===== config.mk =====
export PLATFORM = sky130hd
export DESIGN_NAME = mem_wb_stage
export DESIGN_NICKNAME = d
export VERILOG_FILES = /design/src/rtl/mem_wb_stage.sv
export SDC_FILE = /design/constraint.sdc
export NUM_CORES = 1
export LEC_CHECK = 0
export CAP_MARGIN = 20
export CORE_ASPECT_RATIO = 0.6
export CORE_UTILIZATION = 48
export DETAILED_ROUTE_END_ITERATION = 16
export PLACE_DENSITY = 0.84
export SLEW_MARGIN = 15
export SYNTH_ARGS = -nofsm -noshare
export SYNTH_HDL_FRONTEND = slang
export SYNTH_SLANG_ARGS = --single-unit

===== constraint.sdc =====
create_clock -name clk -period 2.4 [get_ports clk]
set_clock_uncertainty 0.05 [all_clocks]
set_input_delay 0.48 -clock clk [delete_from_list [all_inputs] [get_ports clk]]
set_output_delay 0.48 -clock clk [all_outputs]
set_load 0.03 [all_outputs]

===== src/rtl/mem_wb_stage.sv =====
// MEM/WB pipeline register with writeback mux and load alignment/extension.
// Define WB_RETIRE_CNT_EN to add the 64-bit retire_count output.
module mem_wb_stage #(
    parameter int AddrWidth   = 32,
    parameter int DataWidth   = 32,
    parameter int RegNumWidth = 5
) (
    input  logic                   clk,
    input  logic                   reset,
    input  logic                   flush,
    input  logic                   mem_valid,
    output logic                   mem_ready,
    input  logic [AddrWidth-1:0]   mem_pc,
    input  logic [RegNumWidth-1:0] mem_rd,
    input  logic                   mem_reg_we,
    input  logic [1:0]             mem_wb_sel,
    input  logic [DataWidth-1:0]   mem_alu_result,
    input  logic [DataWidth-1:0]   mem_imm,
    input  logic [2:0]             mem_funct3,
    input  logic                   dmem_rvalid,
    input  logic [DataWidth-1:0]   dmem_rdata,
    output logic                   regWriteEnable,
    output logic [RegNumWidth-1:0] regWriteNum,
    output logic [DataWidth-1:0]   regWriteData,
    output logic                   wb_valid,
    output logic [AddrWidth-1:0]   wb_pc
`ifdef WB_RETIRE_CNT_EN
    ,
    output logic [63:0]            retire_count
`endif
);

    typedef enum logic {IDLE, WAIT_LOAD} stateT;

    stateT                  state;
    logic [AddrWidth-1:0]   pendPc;
    logic [RegNumWidth-1:0] pendRd;
    logic                   pendWe;
    logic [2:0]             pendFunct3;
    logic [1:0]             pendLane;

    logic                   accept;
    logic [AddrWidth-1:0]   pcPlus4;
    logic [DataWidth-1:0]   selData;

    function automatic logic [DataWidth-1:0] extendLoad(
        input logic [2:0]           funct3,
        input logic [1:0]           lane,
        input logic [DataWidth-1:0] word
    );
        logic [7:0]  byteVal;
        logic [15:0] halfVal;
        byteVal = 8'(word >> {lane, 3'b000});
        halfVal = 16'(word >> {lane[1], 4'b0000});
        case (funct3)
            3'b000:  extendLoad = {{(DataWidth-8){byteVal[7]}}, byteVal};
            3'b100:  extendLoad = {{(DataWidth-8){1'b0}}, byteVal};
            3'b001:  extendLoad = {{(DataWidth-16){halfVal[15]}}, halfVal};
            3'b101:  extendLoad = {{(DataWidth-16){1'b0}}, halfVal};
            default: extendLoad = word;
        endcase
    endfunction

    assign mem_ready = (state == IDLE) && !reset;
    assign accept    = mem_valid && mem_ready && !flush;
    assign pcPlus4   = mem_pc + AddrWidth'(4);

    always_comb begin
        selData = mem_alu_result;
        case (mem_wb_sel)
            2'b00: selData = mem_alu_result;
            2'b01: selData = extendLoad(mem_funct3, mem_alu_result[1:0], dmem_rdata);
            2'b10: selData = DataWidth'(pcPlus4);
            2'b11: selData = mem_imm;
        endcase
    end

    always_ff @(posedge clk) begin
        if (reset) begin
            state          <= IDLE;
            regWriteEnable <= 1'b0;
            regWriteNum    <= '0;
            regWriteData   <= '0;
            wb_valid       <= 1'b0;
            wb_pc          <= '0;
            pendPc         <= '0;
            pendRd         <= '0;
            pendWe         <= 1'b0;
            pendFunct3     <= '0;
            pendLane       <= '0;
        end else begin
            wb_valid       <= 1'b0;
            regWriteEnable <= 1'b0;
            case (state)
                IDLE: begin
                    if (accept) begin
                        if (mem_wb_sel == 2'b01 && !dmem_rvalid) begin
                            pendPc     <= mem_pc;
                            pendRd     <= mem_rd;
                            pendWe     <= mem_reg_we;
                            pendFunct3 <= mem_funct3;
                            pendLane   <= mem_alu_result[1:0];
                            state      <= WAIT_LOAD;
                        end else begin
                            wb_valid       <= 1'b1;
                            regWriteEnable <= mem_reg_we && (mem_rd != '0);
                            regWriteNum    <= mem_rd;
                            regWriteData   <= selData;
                            wb_pc          <= mem_pc;
                        end
                    end
                end
                WAIT_LOAD: begin
                    // flush takes priority over a response arriving in the same cycle
                    if (flush) begin
                        state <= IDLE;
                    end else if (dmem_rvalid) begin
                        wb_valid       <= 1'b1;
                        regWriteEnable <= pendWe && (pendRd != '0);
                        regWriteNum    <= pendRd;
                        regWriteData   <= extendLoad(pendFunct3, pendLane, dmem_rdata);
                        wb_pc          <= pendPc;
                        state          <= IDLE;
                    end
                end
                default: state <= IDLE;
            endcase
        end
    end

`ifdef WB_RETIRE_CNT_EN
    always_ff @(posedge clk) begin
        if (reset) begin
            retire_count <= '0;
        end else if (wb_valid) begin
            retire_count <= retire_count + 64'd1;
        end
    end
`endif

endmodule


Yosys cells after proc, flatten, opt, wreduce, memory -nomap -nowiden
Cells that the tools add are included.
{"block": "word_totals", "reg_bits": 115, "in_bits": 144, "output_inout_bits": 72, "word_cells": 79}
{"block": "op_classes", "addsub": 1, "n_eq_ne": 13, "shift": 4, "muxes": 33, "n_bitwise": 1, "n_reduce_logical": 16}
{"op": "case mux 32 bit (4 select lines)", "n": 3}
{"op": "two-way mux 32 bit", "n": 8}
{"op": "case mux 32 bit (2 select lines)", "n": 2}
{"op": "right shift 32 x 5 -> 16 bit", "n": 2}
{"op": "right shift 32 x 5 -> 8 bit", "n": 2}
{"op": "adder 32 x 3 -> 32 bit, second input constant", "n": 1}
{"op": "two-way mux 5 bit", "n": 4}
{"op": "equality test 3 bit, second input constant", "n": 4}
{"op": "two-way mux 1 bit", "n": 12}
{"op": "case mux 5 bit (2 select lines)", "n": 1}
{"op": "nonzero test 5 bit", "n": 2}
{"op": "!= test 2 bit, second input constant", "n": 4}
{"op": "equality test 3 x 1 -> 1 bit, second input constant", "n": 2}
{"op": "logical AND 1 bit", "n": 6}
{"op": "logical NOT 3 bit", "n": 2}
{"op": "case mux 1 bit (2 select lines)", "n": 3}
{"op": "equality test 2 bit, second input constant", "n": 2}
{"op": "AND reduction 4 bit", "n": 1}
{"op": "logical NOT 1 bit", "n": 3}
{"op": "AND reduction 3 bit", "n": 1}
{"op": "equality test 2 x 1 -> 1 bit, second input constant", "n": 1}
{"op": "logical NOT 2 bit", "n": 1}
{"op": "NOT 1 bit", "n": 1}

Longest topological paths before layout
{"block": "logic_depth", "ltp_word": 6, "ltp_mapped": 9}

Worst setup path before layout
No wires, ideal clock.
{"block": "synth_timing", "path_type": "input to register", "from": "input port mem_alu_result[1]", "to": "register regWriteData[8]", "setup_time_ps": 117, "t_arrival_ps": 1923, "required_time_ps": 2233, "slack_ps": 310, "stages": 7, "n_path_buf": 1, "path_cell_list": "buf_6 -> mux4_1 -> a21oi_2 -> a2111oi_0 -> a21oi_1 -> a21oi_1 -> a22o_1"}
{"block": "synth_via", "elab_chain_len": 6, "elab_cells_between_ends": 7, "classes_between": "shift: 2; mux: 5"}
{"item": "start, declared", "line": "17", "source": "input logic [DataWidth-1:0] mem_alu_result,"}
{"item": "right shift 32 x 5 -> 16 bit / right shift 32 x 5 -> 8 bit (equally long branches)", "line": "54, 53"}
{"item": "case mux 32 bit (4 select lines) (*)", "line": "55", "source": "case (funct3)"}
{"item": "case mux 32 bit (4 select lines) (*)", "line": "70", "source": "case (mem_wb_sel)"}
{"item": "two-way mux 32 bit (*)", "line": "97", "source": "if (mem_wb_sel == 2'b01 && !dmem_rvalid) begin"}
{"item": "two-way mux 32 bit (*)", "line": "96", "source": "if (accept) begin"}
{"item": "case mux 32 bit (2 select lines) (*)", "line": "94", "source": "case (state)"}
{"item": "end signal, assigned", "line": "108", "source": "regWriteData <= selData;"}
{"item": "end signal, assigned", "line": "121", "source": "regWriteData <= extendLoad(pendFunct3, pendLane, dmem_rdata);"}
{"item": "end, declared", "line": "24", "source": "output logic [DataWidth-1:0] regWriteData,"}
Every way passes the cells marked *; elsewhere a longest branch is shown, timed or not. The select of a mux whose other input is x is not followed.
A chain may end at the register's enable or synchronous reset.

Worst setup path in the final report
{"block": "layout_timing", "from": "input port mem_pc[2]", "to": "register regWriteData[24]"}
{"block": "layout_via", "elab_chain_len": 5}
{"item": "start, declared", "line": "13", "source": "input logic [AddrWidth-1:0] mem_pc,"}
{"item": "adder 32 x 3 -> 32 bit", "line": "66", "source": "assign pcPlus4 = mem_pc + AddrWidth'(4);"}
{"item": "case mux 32 bit (4 select lines)", "line": "70"}
{"item": "two-way mux 32 bit", "line": "97"}
{"item": "two-way mux 32 bit", "line": "96"}
{"item": "case mux 32 bit (2 select lines)", "line": "94"}
No other way between the ends. The select of a mux whose other input is x is not followed.

==> metrics.csv <==
metric,value,unit
cts_max_path_buffers,2,
path_cells,clkdlybuf4s50_1 -> ha_1 -> nand3_2 -> nor4_2 -> buf_4 -> nand3_1 -> xnor2_1 -> o21ai_0 -> buf_4 -> a211oi_1,
hold_path_class,reg -> reg,
p_leak,4.247,nW
setup_viol_count_final,0,
critical_path.max_stage_delay,0.53,ns
io_buffers,215,
drt_iter0_markers,1504,
grt_max_degree,81,
cts_root_buf,clkbuf_16,
cts_sinks,115,
wirelength,35350,µm
die_y,97.11,µm
fin_crit_sh,0.9978,
worst_slack,0.005238,ns
worstMarginPinSlew,0.8264,ns
dr.pass1.iters,9,
via_count,9541,
whs,0.4083,ns
cp.buffers_inverters,3,
crit_fanout,4,
synth_common_cells,"nand2_1, dfxtp_1, nor2_1, a21oi_1, clkbuf_1",
dp.cells,1457,
gp_congestion,1.081,
hold_viol,0,
run_status,"finished, final reports clean",
synth.most_common_cell,nand2_1,
synthCells,945,
cts_buffers,17,
antenna_found_initial,0,
io_pins,216,
syn_nets,1090,
crit_required,2.66,ns
wire_per_inst,23.71,µm
ys_seq_elements,115,
cp-end-kind,flip-flop,
seq_area_frac_synth,0.3182,
vias_per_cell,6.399,
async_flop_share,0,
grt_use_total,0.4488,
yosysWarnings,0,
fin_area,11380,µm²
start_util,0.4959,
grt_overflow_total,0,
grt_pass1_vias,8883,
cts_tree,built,
diodes,0,
synth_top_flop_cell,dfxtp_1,
core,14590,µm²
n_fill_cell,982,
hpwl,26740,µm
nets,1425,
fmax,417.6,MHz
cpMaxStageDelayCell,clkdlybuf4s50_1,
die_area,15590,µm²
drc,0,
ir_drop,0.0003990,V
worstSetupStartpointType,input pin,
period_needed,2.395,ns
synth.avg_cell_area,7.657,µm²
clkTransAtPathRegs,0.06,ns
synthDistinctLibCells,70,
htreeDepth,4,
synth_top_area_share,0.3182,
holdBufCountCts,0,
dpl_cell_area,10730,µm²
area_growth,57.34,%
instances_no_fill,1491,
synth_top_area_cell,dfxtp_1,
syn_area,7236,µm²
synth_edf_count,0,
pre_cts_slack,-0.3836,ns
crit_family,buffers and inverters,
ant_nets,0,
cp_common_cell,buf_4,
relSlewSlack,0.4491,
worstSetupPathType,in -> reg,
rows,34,
netlist_top_cells_area,"dfxtp_1, nand2_1, mux2i_1, a21oi_1, a211oi_1",
report.final.slew_viol_count,0,
maxCapViolCount,0,
drive_gt1_frac,0.1910,
power_density,557.3,nW/µm²
clk_latency,0.43,ns
worstPathArrival,2.65,ns
dieWidth,160.5,µm
grt_pass1_wl,52810,µm
-- worst min-delay path, stage by stage (launching register included) --
cell	delay, ns
dfxtp_1	0.31
nand2_1	0.05
a21oi_1	0.05
-- per-stage QoR --
| step | utilization | power (W) | TNS [ns] |
|---|---|---|---|
| 6_report | 0.7802 | 0.006345 | 0 |
| 5_1_grt | 0.7802 | 0.006487 | -0.07670 |
| 4_1_cts | 0.7777 | 0.006281 | 0 |
| 3_5_place_dp | 0.7352 | 0.003533 | -6.848 |
| 3_3_place_gp | 0.7352 | 0.003529 | -5.735 |
| 2_1_floorplan | - | 0.002675 | 0 |
-- report_power, final --
part / switching [W] / total (W) / internal [W]
logic: 0.000810 / 0.00152 / 0.000713
clock network: 0.00111 / 0.00278 / 0.00167
registers: 0.0000595 / 0.00204 / 0.00198
-- cell families (layout without fill, tap and decap cells) --
logic type | count (synthesis) | in the layout | synth area share
fa+ha+maj | 1 | 1 | 0.001729
flops | 115 | 115 | 0.3182
buf+inv | 96 | 444 | 0.05551
mux | 54 | 54 | 0.08317
xor+xnor | 26 | 26 | 0.03147
compound gates | 309 | 309 | 0.2940
simple gates | 344 | 344 | 0.2160
-- placed cells by master, fill, tap and decap left out, types with 7 or more instances in the layout --
cell,count
dfxtp_1,114
clkdlybuf4s50_1,212
o211ai_1,10
buf_12,7
mux2i_1,44
nand2b_1,8
xnor2_1,16
nor2_1,90
a21oi_1,84
xor2_1,9
or3_1,8
nor3_1,14
o22ai_1,9
nand3_1,17
a211oi_1,47
and2_1,9
a221oi_1,18
clkbuf_16,17
a22oi_1,18
a22o_1,11
o31ai_1,8
buf_4,175
o221ai_1,14
inv_1,15
nand4_1,7
o21ai_0,42
nand2_1,162
-- routing by layer --
| metal | GRT usage | vias up | wire length [µm] |
|---|---|---|---|
| met1 | 0.6433 | 4438 | 14320 |
| met5 | 0 | - | 0 |
| met4 | 0.1209 | 0 | 921 |
| li1 | - | 4153 | - |
| met2 | 0.6280 | 849 | 14130 |
| met3 | 0.1571 | 101 | 5978 |
-- state kept, by name, summed over array words and instances (netlist names) --
register,cells
pendFunct3,3
pendLane,2
pendPc,32
pendRd,5
pendWe,1
regWriteData,32
regWriteEnable,1
regWriteNum,5
state,1
wb_pc,32
wb_valid,1
-- worst paths after layout --
check,depth (start not counted),slack (ns),start,endpoint
min,2,0.41,pendPc[8],pendPc[8]
min reg2reg,2,0.41,pendPc[8],pendPc[8]
max,10,0.005,mem_pc[2],regWriteData[24]
max reg2reg,8,0.14,pendLane[1],regWriteData[8]
-- timing repair --
item | 4_1_cts | 5_1_grt
resized for setup | 0 | 4
buffers inserted | 0 | 2
setup endpoints to repair | 0 | 8
-- final cells by class --
class	instances	area (µm²)	share of cell area
Clock inverter	15	195.2	0.01714
Timing Repair Buffer	395	3588	0.3152
Clock buffer	17	425.4	0.03737
Multi-Input combinational cell	734	4558	0.4004
Sequential cell	115	2306	0.2025
Tap cell	198	247.7	0.02176
Inverter	17	63.81	0.005605
No activity file was read; power rests on OpenSTA's default activity.
